==> src/rtl/pc_fetch_if.sv <==
// Handshake and bus bundle between the PC/fetch unit and its surroundings.
// The "master" modport is the fetch unit's view.
interface pc_fetch_if;
   logic        pc_wr;
   logic [29:0] nPC;
   logic [29:0] curPC;
   logic        fetch_start;
   logic        imem_req;
   logic [31:0] imem_addr;
   logic        imem_ack;
   logic [31:0] imem_rdata;
   logic [31:0] ir;
   logic        ir_valid;
   logic        busy;
   logic        fetch_err;

   modport master (
      input  pc_wr, nPC, fetch_start, imem_ack, imem_rdata,
      output curPC, imem_req, imem_addr, ir, ir_valid, busy, fetch_err
   );

   modport slave (
      output pc_wr, nPC, fetch_start, imem_ack, imem_rdata,
      input  curPC, imem_req, imem_addr, ir, ir_valid, busy, fetch_err
   );
endinterface

==> src/rtl/pc_fetch_unit.sv <==
// Program counter plus IDLE/REQ/DONE instruction-fetch sequencer feeding the instruction register.
// Optional request timeout is built only when FETCH_TIMEOUT_EN is defined.
module pc_fetch_unit #(
   parameter logic [29:0] RESET_PC       = 30'h0000_0C00,
   parameter int unsigned TIMEOUT_CYCLES = 16
) (
   input  logic       clk,
   input  logic       rst,
   pc_fetch_if.master bus
);
   typedef enum logic [1:0] {
      ST_IDLE = 2'd0,
      ST_REQ  = 2'd1,
      ST_DONE = 2'd2
   } state_e;

   if (TIMEOUT_CYCLES < 32'd1) begin : g_timeout_range
      $error("TIMEOUT_CYCLES must be at least 1");
   end

   state_e      state_q, state_d;
   logic [29:0] pc_q, pc_d;
   logic [31:0] addr_q, addr_d;
   logic [31:0] ir_q, ir_d;
   logic        req_q, req_d;
   logic        irv_q, irv_d;
   logic        busy_q, busy_d;

`ifdef FETCH_TIMEOUT_EN
   localparam int unsigned CNT_W = (TIMEOUT_CYCLES > 32'd1) ? $clog2(TIMEOUT_CYCLES) : 1;
   localparam logic [CNT_W-1:0] CNT_LAST = CNT_W'(TIMEOUT_CYCLES - 32'd1);

   logic [CNT_W-1:0] cnt_q, cnt_d;
   logic             err_q, err_d;
`endif

   // State and datapath registers
   always_ff @(posedge clk or posedge rst) begin
      if (rst) begin
         state_q <= ST_IDLE;
         pc_q    <= RESET_PC;
         addr_q  <= 32'h0000_0000;
         ir_q    <= 32'h0000_0000;
         req_q   <= 1'b0;
         irv_q   <= 1'b0;
         busy_q  <= 1'b0;
`ifdef FETCH_TIMEOUT_EN
         cnt_q   <= '0;
         err_q   <= 1'b0;
`endif
      end else begin
         state_q <= state_d;
         pc_q    <= pc_d;
         addr_q  <= addr_d;
         ir_q    <= ir_d;
         req_q   <= req_d;
         irv_q   <= irv_d;
         busy_q  <= busy_d;
`ifdef FETCH_TIMEOUT_EN
         cnt_q   <= cnt_d;
         err_q   <= err_d;
`endif
      end
   end

   // Next-state and register updates; the PC commit is independent of the fetch FSM
   always_comb begin
      state_d = state_q;
      addr_d  = addr_q;
      ir_d    = ir_q;
      req_d   = req_q;
      irv_d   = 1'b0;
      busy_d  = busy_q;
`ifdef FETCH_TIMEOUT_EN
      cnt_d   = cnt_q;
      err_d   = 1'b0;
`endif

      if (bus.pc_wr) begin
         pc_d = bus.nPC;
      end else begin
         pc_d = pc_q;
      end

      case (state_q)
         ST_IDLE: begin
            // pc_q is the pre-edge PC, so a same-edge pc_wr does not affect this fetch
            if (bus.fetch_start) begin
               addr_d  = {pc_q, 2'b00};
               req_d   = 1'b1;
               busy_d  = 1'b1;
               state_d = ST_REQ;
`ifdef FETCH_TIMEOUT_EN
               cnt_d   = '0;
`endif
            end else begin
               state_d = ST_IDLE;
            end
         end
         ST_REQ: begin
            if (bus.imem_ack) begin
               ir_d    = bus.imem_rdata;
               irv_d   = 1'b1;
               req_d   = 1'b0;
               state_d = ST_DONE;
            end else begin
`ifdef FETCH_TIMEOUT_EN
               if (cnt_q == CNT_LAST) begin
                  req_d   = 1'b0;
                  busy_d  = 1'b0;
                  err_d   = 1'b1;
                  state_d = ST_IDLE;
               end else begin
                  cnt_d   = cnt_q + CNT_W'(1);
               end
`else
               state_d = ST_REQ;
`endif
            end
         end
         ST_DONE: begin
            busy_d  = 1'b0;
            state_d = ST_IDLE;
         end
         default: begin
            req_d   = 1'b0;
            busy_d  = 1'b0;
            state_d = ST_IDLE;
         end
      endcase
   end

   assign bus.curPC     = pc_q;
   assign bus.imem_req  = req_q;
   assign bus.imem_addr = addr_q;
   assign bus.ir        = ir_q;
   assign bus.ir_valid  = irv_q;
   assign bus.busy      = busy_q;
`ifdef FETCH_TIMEOUT_EN
   assign bus.fetch_err = err_q;
`else
   assign bus.fetch_err = 1'b0;
`endif
endmodule

==> src/flat_wrapper.sv <==
// flat-port wrapper written by rule: the top's interface ports become plain ports
module pc_fetch_unit_flat 
#(
   parameter logic [29:0] RESET_PC       = 30'h0000_0C00,
   parameter int unsigned TIMEOUT_CYCLES = 16
)
  (clk, rst, bus_pc_wr, bus_nPC, bus_fetch_start, bus_imem_ack, bus_imem_rdata, bus_curPC, bus_imem_req, bus_imem_addr, bus_ir, bus_ir_valid, bus_busy, bus_fetch_err);
  pc_fetch_if bus_i ();
  input  logic clk;
  input  logic rst;
  input wire logic [$bits(bus_i.pc_wr)-1:0] bus_pc_wr;
  input wire logic [$bits(bus_i.nPC)-1:0] bus_nPC;
  input wire logic [$bits(bus_i.fetch_start)-1:0] bus_fetch_start;
  input wire logic [$bits(bus_i.imem_ack)-1:0] bus_imem_ack;
  input wire logic [$bits(bus_i.imem_rdata)-1:0] bus_imem_rdata;
  output wire logic [$bits(bus_i.curPC)-1:0] bus_curPC;
  output wire logic [$bits(bus_i.imem_req)-1:0] bus_imem_req;
  output wire logic [$bits(bus_i.imem_addr)-1:0] bus_imem_addr;
  output wire logic [$bits(bus_i.ir)-1:0] bus_ir;
  output wire logic [$bits(bus_i.ir_valid)-1:0] bus_ir_valid;
  output wire logic [$bits(bus_i.busy)-1:0] bus_busy;
  output wire logic [$bits(bus_i.fetch_err)-1:0] bus_fetch_err;
  assign bus_i.pc_wr = bus_pc_wr;
  assign bus_i.nPC = bus_nPC;
  assign bus_i.fetch_start = bus_fetch_start;
  assign bus_i.imem_ack = bus_imem_ack;
  assign bus_i.imem_rdata = bus_imem_rdata;
  assign bus_curPC = bus_i.curPC;
  assign bus_imem_req = bus_i.imem_req;
  assign bus_imem_addr = bus_i.imem_addr;
  assign bus_ir = bus_i.ir;
  assign bus_ir_valid = bus_i.ir_valid;
  assign bus_busy = bus_i.busy;
  assign bus_fetch_err = bus_i.fetch_err;
  pc_fetch_unit #(.RESET_PC(RESET_PC), .TIMEOUT_CYCLES(TIMEOUT_CYCLES)) u_core (.clk(clk), .rst(rst), .bus(bus_i));
endmodule
==> config.mk <==
export PLATFORM = sky130hd
export DESIGN_NAME = pc_fetch_unit_flat
export DESIGN_NICKNAME = d
export VERILOG_FILES = /design/src/rtl/pc_fetch_if.sv /design/src/rtl/pc_fetch_unit.sv /design/src/flat_wrapper.sv
export SDC_FILE = /design/constraint.sdc
export NUM_CORES = 1
export LEC_CHECK = 0
export CORE_MARGIN = 2
export CORE_UTILIZATION = 38
export DETAILED_ROUTE_END_ITERATION = 10
export GPL_ROUTABILITY_DRIVEN = 0
export PLACE_DENSITY = 0.77
export SLEW_MARGIN = 20
export SYNTH_ARGS = -nofsm -noshare
export SYNTH_HDL_FRONTEND = slang
export SYNTH_SLANG_ARGS = --single-unit
==> constraint.sdc <==
create_clock -name clk -period 4.25 [get_ports clk]
set_input_delay 1.0625 -clock clk [delete_from_list [all_inputs] [get_ports clk]]
set_output_delay 1.0625 -clock clk [all_outputs]
set_load 0.01 [all_outputs]
### Word level (Yosys, flattened, before mapping)

Cells that the tools add are included.

* bitwise gates (word level): 2
* multiplexer cells: 9
* equality and inequality tests: 4
* reductions and logical operators: 5

Operator list (number)
* $reduce_and 2->1: 3
* $mux 1: 5
* $ne 2x2->1 const B: 2
* $pmux 2 s2: 1
* $pmux 1 s3: 1
* $reduce_and 3->1: 1
* $eq 2x1->1 const B: 1
* $eq 2x2->1 const B: 1
* $logic_not 2->1: 1
* $mux 2: 1
* $not 1->1: 2
* $pmux 1 s2: 1

* input bits: 67
* register bits: 97

### Longest topological paths before layout

* word-level depth: 3
* depth in mapped cells: 4
* depth with buffers taken out: 3

### Worst setup path after synthesis

No wires, ideal clock.

* kind: in2reg
* start: input bus_fetch_start
* end: register u_core.addr_q[10] (netlist: u_core.bus.imem_addr[10])
* slack: 2.260 ns
* stages on the path: 4
* data arrival time: 1.865 ns
* path buffers: 1
* cells stage by stage: nor2b_2 nor2b_4 buf_6 mux2_2

* cells in the longest elaborated chain, start to end: 1

RTL lines
* from (decl): RTL line flat_wrapper.sv:13 `input wire logic [$bits(bus_i.fetch_start)-1:0] bus_fetch_start;`
* $reduce_and 2->1 (no source line)
* to (signal assigned): RTL line pc_fetch_unit.sv:54 `addr_q <= addr_d;`
* to (decl): RTL line pc_fetch_unit.sv:23 `logic [31:0] addr_q, addr_d;`

Every way passes these cells.
A chain may end at the register's enable or synchronous reset.

### Worst setup path in the final report

* start: input bus_fetch_start
* end: register u_core.addr_q[16] (netlist: u_core.bus.imem_addr[16])

The elaborated chain is that of the path after synthesis.

==> flow_metrics.env <==
export IMPL_final_net_count=447
export IMPL_start_kind="input pin"
export IMPL_power_switching_w=0.000995
export IMPL_dp_hpwl_microns=5490
export IMPL_htree_levels=3
export IMPL_die_y_microns=102
export IMPL_wirelength_microns=7520
export IMPL_die_w_microns=102
export IMPL_synth_edf_count=0
export IMPL_grt_max_degree=83
export IMPL_worst_path_max_delay_cell="nor2b_4"
export IMPL_dr_pass1_iters=3
export IMPL_crit_chain="clkdlybuf4s50_1 > nor2b_2 > nor2b_4 > mux2_2"
export IMPL_yosys_area_top_type="dfrtp_1"
export IMPL_start_util_pct=39.4
export IMPL_pin_count=165
export IMPL_p_total_w=0.00343
export IMPL_ys_async_sr_fraction_pct=100
export IMPL_rsz0062_at_grt="no"
export IMPL_grt_pass1_wl_microns=12000
export IMPL_viasPerCell=4.59
export IMPL_cp_end_kind="flip-flop"
export IMPL_yosysWarnings=0
export IMPL_n_fill_cell=751
export IMPL_path_delay_family="simple AND/OR/NAND/NOR gates"
export IMPL_drc=0
export IMPL_p_leak_nw=2.26
export IMPL_netlist_area_sq_um=3660
export IMPL_max_slew_margin_pct=40.5
export IMPL_cp_max_fo=30
export IMPL_tritoncts="built"
export IMPL_hp_class="reg2reg"
export IMPL_hold_viol=0
export IMPL_synth_common_cells="dfrtp_1 (95), mux2_2 (91), buf_6 (6), nor2_1 (4)"
export IMPL_min_period_over_period_pct=62.6
export IMPL_skew_ns=0.00840
export IMPL_fin_tns_setup_ns=0
export IMPL_peakVddDrop_v=0.000261
export IMPL_cts_path_max_buffers=2
export IMPL_area_delta_synth_final_pct=51.1
export IMPL_slowest_delay_ns=0.72
export IMPL_max_freq_ghz=0.376
export IMPL_path_clk_slew_ns=0.08
export IMPL_grt_total_usage_pct=14.7
export IMPL_max_cap_viol_count=0
export IMPL_p_sw_share_pct=29.0
export IMPL_yosysMostFrequentCell="dfrtp_1"
export IMPL_powerDensity_nw_per_um2=620
export IMPL_drtIter0Drc=28
export IMPL_critPathRequiredTime_ns=4.47
export IMPL_insertedDiodeCount=0
export IMPL_timing_worst_setup_path_type="in2reg"
export IMPL_synth_cell_types=17
export IMPL_drt_wirelength_per_cell_microns=14.6
export IMPL_rows=35
export IMPL_clock_power_share_pct=15.4
export IMPL_synth_area_leaders="dfrtp_1 (65%), mux2_2 (28%), buf_6 (1.8%), dfstp_2 (1.4%), buf_4 (0.62%)"
export IMPL_cp_startpoint="bus_fetch_start"
export IMPL_yosysSeqAreaShare_pct=66.4
export IMPL_netlist_instances=216
export IMPL_yosysTopAreaCellShare_pct=65.0
export IMPL_drv_slew=0
export IMPL_cts_buffers=9
export IMPL_post_cts_resized=0
export IMPL_combinationalPowerShare_pct=42.0
export IMPL_arrival_ns=2.88
export IMPL_crit_buf_inv=1
export IMPL_worst_pin_slew_ns=0.891
export IMPL_status="complete, no violations"
export IMPL_dieArea_sq_um=10400
export IMPL_ant_nets=0
export IMPL_vias=2359
export IMPL_drive_above_1_share_pct=29.6
export IMPL_final_util_pct=59.5
export IMPL_synth_seq_cells=97
export IMPL_cts_hold_fix_buffers=0
export IMPL_clock_sinks=97
export IMPL_post_cts_buffers=0
export IMPL_core_sq_um=9280
export IMPL_finalSetupViolCount=0
export IMPL_fin_crit_ns=2.66
export IMPL_synth_ff_type="dfrtp_1"
export IMPL_grt_ovfl_total=0
export IMPL_p_int_w=0.00243
export IMPL_worstHoldStart="u_core.bus.ir[5]"
export IMPL_cts_root_buf="clkbuf_8"
export IMPL_seq_power_share_pct=42.6
export IMPL_antenna_found_initial=0
export IMPL_syn_mean_instance_area_sq_um=16.9
export IMPL_r2r_start="u_core.state_q[0]"
export IMPL_io_buffers=161
export IMPL_clk_latency_ns=0.34
export IMPL_first_global_vias=2510
-- final cells by class --
cell class	instances	area, sq um	area share [%]
flip-flops and latches	97	2430	44.0
repair buffers	163	1630	29.4
multi-input cells	106	1120	20.3
well taps	129	161	2.92
clock buffers	12	145	2.63
clock inverters	4	28.8	0.521
inverters	3	16.3	0.294
-- cell usage in the layout (no fill, tap or decap) --
cell             count
clkdlybuf4s50_1    161
dfrtp_1             95
mux2_2              91
clkbuf_8            10
nor2_1               4
conb_1               3
inv_1                2
clkbuf_1             2
clkinvlp_4           2
buf_4                2
dfstp_2              2
nor2b_2              1
nor2b_4              1
nand2_1              1
nor2_4               1
mux2_4               1
o21ai_0              1
inv_6                1
a21oi_1              1
o22ai_1              1
clkinv_4             1
clkinv_2             1
-- registers in the layout, summed over array words and instances, names as in the netlist --
register / count
u_core.bus.imem_addr: 30
u_core.bus.ir: 32
u_core.bus.curPC: 30
u_core.state_q: 2
u_core.bus.busy: 1
u_core.bus.imem_req: 1
u_core.bus.ir_valid: 1
-- path summary, 6_finish.rpt --
kind	end	slack (ns)	cells past startpoint
max	u_core.bus.imem_addr[16]	1.59	4
min reg2reg	u_core.bus.ir[5]	0.51	1
max reg2reg	u_core.bus.imem_addr[16]	2.39	3
min in group asynchronous	u_core.bus.curPC[21]	1.21	2
min	u_core.bus.ir[5]	0.51	1
max in group asynchronous	u_core.bus.ir[30]	2.32	3
-- power groups by stage --
| stage | combinational [W] | sequential [W] | clock [W] |
|---|---|---|---|
| final | 0.00144 | 0.00146 | 0.000529 |
| after global routing | 0.00154 | 0.00151 | 0.000593 |
| after CTS | 0.00146 | 0.00147 | 0.000546 |
| after detailed placement | 0.00146 | 0.00148 | 0 |
| after global placement | 0.00144 | 0.00146 | 0 |
| after floorplan | 0.000469 | 0.00163 | 0 |
-- through the flow --
step / instance area (sq um) / std cells / hold WS [ns] / setup WS (ns)
floorplan: 3670 / 218 / 0.499 / 0.657
global placement: 5350 / 498 / 0.487 / 1.27
detailed placement: 5350 / 498 / 0.494 / 1.21
CTS: 5530 / 514 / 0.513 / 1.58
global route: 5530 / 514 / 0.528 / 1.50
finish: 5530 / 514 / 0.508 / 1.59
-- kinds of logic (layout without fill, tap and decap cells) --
kind of cell           count (synthesis)  count (layout)  synth area share [%]
DFF                                   97              97                  66.4
muxes                                 92              92                  28.4
buffers and inverters                 15             182                  3.18
and+or+nand+nor                        8               8                  1.44
AOI/OAI and AO/OA                      3               3                 0.444
other                                  1               3                 0.103
-- layer usage --
layer | vias to the layer above | global-route usage (%) | part of all wire (%)
met3 | 6 | 5.13 | 8.4
met2 | 91 | 24.8 | 50
li1 | 1066 | - | -
met5 | - | 0 | 0
met1 | 1196 | 17.8 | 41
met4 | 0 | 4.72 | 0.93
No activity file was read; power rests on OpenSTA's default activity.
==> RTL change (same settings) <==
Reset style: synchronous (`rst`), changed in one clocked block.
--- a/src/rtl/pc_fetch_unit.sv
+++ b/src/rtl/pc_fetch_unit.sv
@@ -37,3 +37,3 @@
    // State and datapath registers
-   always_ff @(posedge clk or posedge rst) begin
+   always_ff @(posedge clk) begin
       if (rst) begin
Behaviour: differs if rst is asserted again (counterexample within 4 cycles, from zero or initial values and one cycle with rst high); with rst held inactive, the same outputs for 10 cycles.
==> RTL change against the original RTL <==
  * Hold slack got worse by 0.033 ns
  * Setup slack gained 0.16 ns
  * Sequential cell count unchanged
  * Routed wire length increased by 18%
  * Cell area is 5.1% higher
  * Critical path depth is 1 lower
  * Critical endpoint is now u_core.bus.ir[31]$_SDFFE_PP0P_
  * Synthesized area grew 10%
Power is not compared: it rests on default switching activity, and its combinational part moved more than twofold at a synthesized area within 25%.
==> RTL change: results (changes against the original RTL) <==
Yosys
  – Post-Syn Instances: 388 (was 216)
  – Post-synthesis mux area share: 22.4% (was 28.4%)
  – Seq/Total Area, Yosys: 48.2% (was 66.4%)
  – Ranking of synthesized cells by area: dfxtp_1 (48%), mux2i_1 (22%), nand2b_1 (20%) (was dfrtp_1 (65%), mux2_2 (28%), buf_6 (1.8%))
  – Synth Area in Compound Gates: 1.21% (was 0.445%)
  – Top_reg_cell synth: dfxtp_1 (was dfrtp_1)
  – Async set or reset register ratio after synthesis: 0% (was 100%)
  – Top cells by count, synth: nand2b_1 (127), dfxtp_1 (97), mux2i_1 (90), nor2_1 (29), clkbuf_1 (13) (was dfrtp_1 (95), mux2_2 (91), buf_6 (6), nor2_1 (4))
  – Synth cell types: 18 (was 17)

STA
  – Fin Clk Skew: 0.0129 ns (was 0.00840 ns)
  – Fin crit period: 2.49 ns (was 2.66 ns)
  – Worst hold slack: 0.475 ns (was 0.508 ns)

Detailed routing
  – Routed vias/inst: 4.50 (was 4.59)
  – Iter 0 DRT Violations: 112 (was 28)
  – Post-Route WL: 8870 um (was 7520 um)
  – First drt pass iteration count: 4 (was 3)
  – WL met3: 644 um (was 630 um)
  – Routed via count: 3,023 (was 2,359)
  – Wl on met1: 4080 um (was 3060 um)
  – Metal2 WL: 4020 um (was 3760 um)

Setup path
  – CP Max Fanout: 32 (was 30)
  – R2r endpoint: u_core.bus.ir[31]$_SDFFE_PP0P_ (was u_core.bus.imem_addr[16]$_DFFE_PP0P_)
  – Reg2Reg Setup Slack: 2.51 ns (was 2.39 ns)
  – Crit path DAT: 2.77 ns (was 2.88 ns)
  – Worst path slowest cell: and3b_2 (was nor2b_4)
  – Crit-path max cell delay: 0.86 ns (was 0.72 ns)
  – Worst r2r src: u_core.state_q[0]$_SDFF_PP0_ (was u_core.state_q[0]$_DFF_PP0_)
  – R2R cell count: 2 (was 3)

Worst hold path
  – Worst hold path cell count: 2 (was 1)
  – Min-Delay Endpoint: u_core.bus.ir[12]$_SDFFE_PP0P_ (was u_core.bus.ir[5]$_DFFE_PP0P_)
  – Worst hold start: u_core.bus.ir[12]$_SDFFE_PP0P_ (was u_core.bus.ir[5]$_DFFE_PP0P_)
  – Hold Crit Class: register to register (unchanged)

Place
  – DPL Wire Length: 6230 um (was 5490 um)
  – Place WS: 1.40 ns (was 1.21 ns)
  – Placed Instances: 657 (was 498)
  – Dpl cell area: 5650 um^2 (was 5350 um^2)

Status
  – Status: finished, final reports clean (unchanged)

GRT
  – Largest net degree at the start of global routing: 158 (was 83)
  – GRT Util Overall: 15.2% (was 14.7%)
  – First-pass GRT wire length: 14,100 um (was 12,000 um)

Power and ir drop
  – Psw: 0.454 mW

Cells and area
  – Fin nets: 599 (was 447)
  – Share of cells above drive strength 1: 3.36% (was 29.6%)
  – Area grow syn2layout: 44.3% (was 51.1%)
  – Fillers: 891 (was 751)

Clock tree
  – Reg clk slew, reported paths: 0.10 ns (was 0.08 ns)
-- RTL change: changes by cell type after synthesis, sizes merged, moves of 6 or more --
cell	unedited run	this run
clkbuf	0	13
nor2	5	29
dfrtp	95	0
buf	12	18
mux2i	0	90
mux2	92	0
dfxtp	0	97
nand2b	0	127
-- RTL change: worst max-delay path by stage --
| stage | startpoint | endpoint | depth (start not counted) |
|---|---|---|---|
| after CTS | bus_imem_ack | u_core.bus.ir[31]$_SDFFE_PP0P_ | 3 |
| after floorplan | bus_pc_wr | u_core.bus.curPC[0]$_SDFFE_PP0P_ | 4 |
| after detailed placement | bus_imem_ack | u_core.bus.ir[31]$_SDFFE_PP0P_ | 3 |
| after global routing | bus_imem_ack | u_core.bus.ir[1]$_SDFFE_PP0P_ | 3 |
| final | bus_imem_ack | u_core.bus.ir[31]$_SDFFE_PP0P_ | 3 |
| after global placement | bus_imem_ack | u_core.bus.ir[30]$_SDFFE_PP0P_ | 3 |
-- RTL change: layout make-up --
class / count / share of cell area, %
Sequential cell: 97 / 33.4
Multi-Input combinational cell: 261 / 33.0
Timing Repair Buffer: 162 / 27.8
Tap cell: 136 / 2.93
Clock buffer: 11 / 2.26
Clock inverter: 4 / 0.538
Inverter: 1 / 0.0646
-- RTL change: power by group through the flow --
stage,clock (mW),sequential [mW],combinational [mW]
detailed placement,0,1.00,0.310
CTS,0.538,0.981,0.311
global route,0.583,0.986,0.330
floorplan,0,1.02,0.133
global placement,0,1.00,0.305
finish,0.520,0.980,0.307
-- RTL change: metal layers --
layer	vias to the layer above	global-route usage [%]
li1	1535	-
met1	1371	19.1
met2	103	24.7
met3	14	5.23
met4	0	4.82
met5	-	0
-- RTL change: worst min-delay path, stage by stage (launching register included) --
cell	delay [ns]
dfxtp_1	0.32
nand2b_1	0.06
mux2i_1	0.05
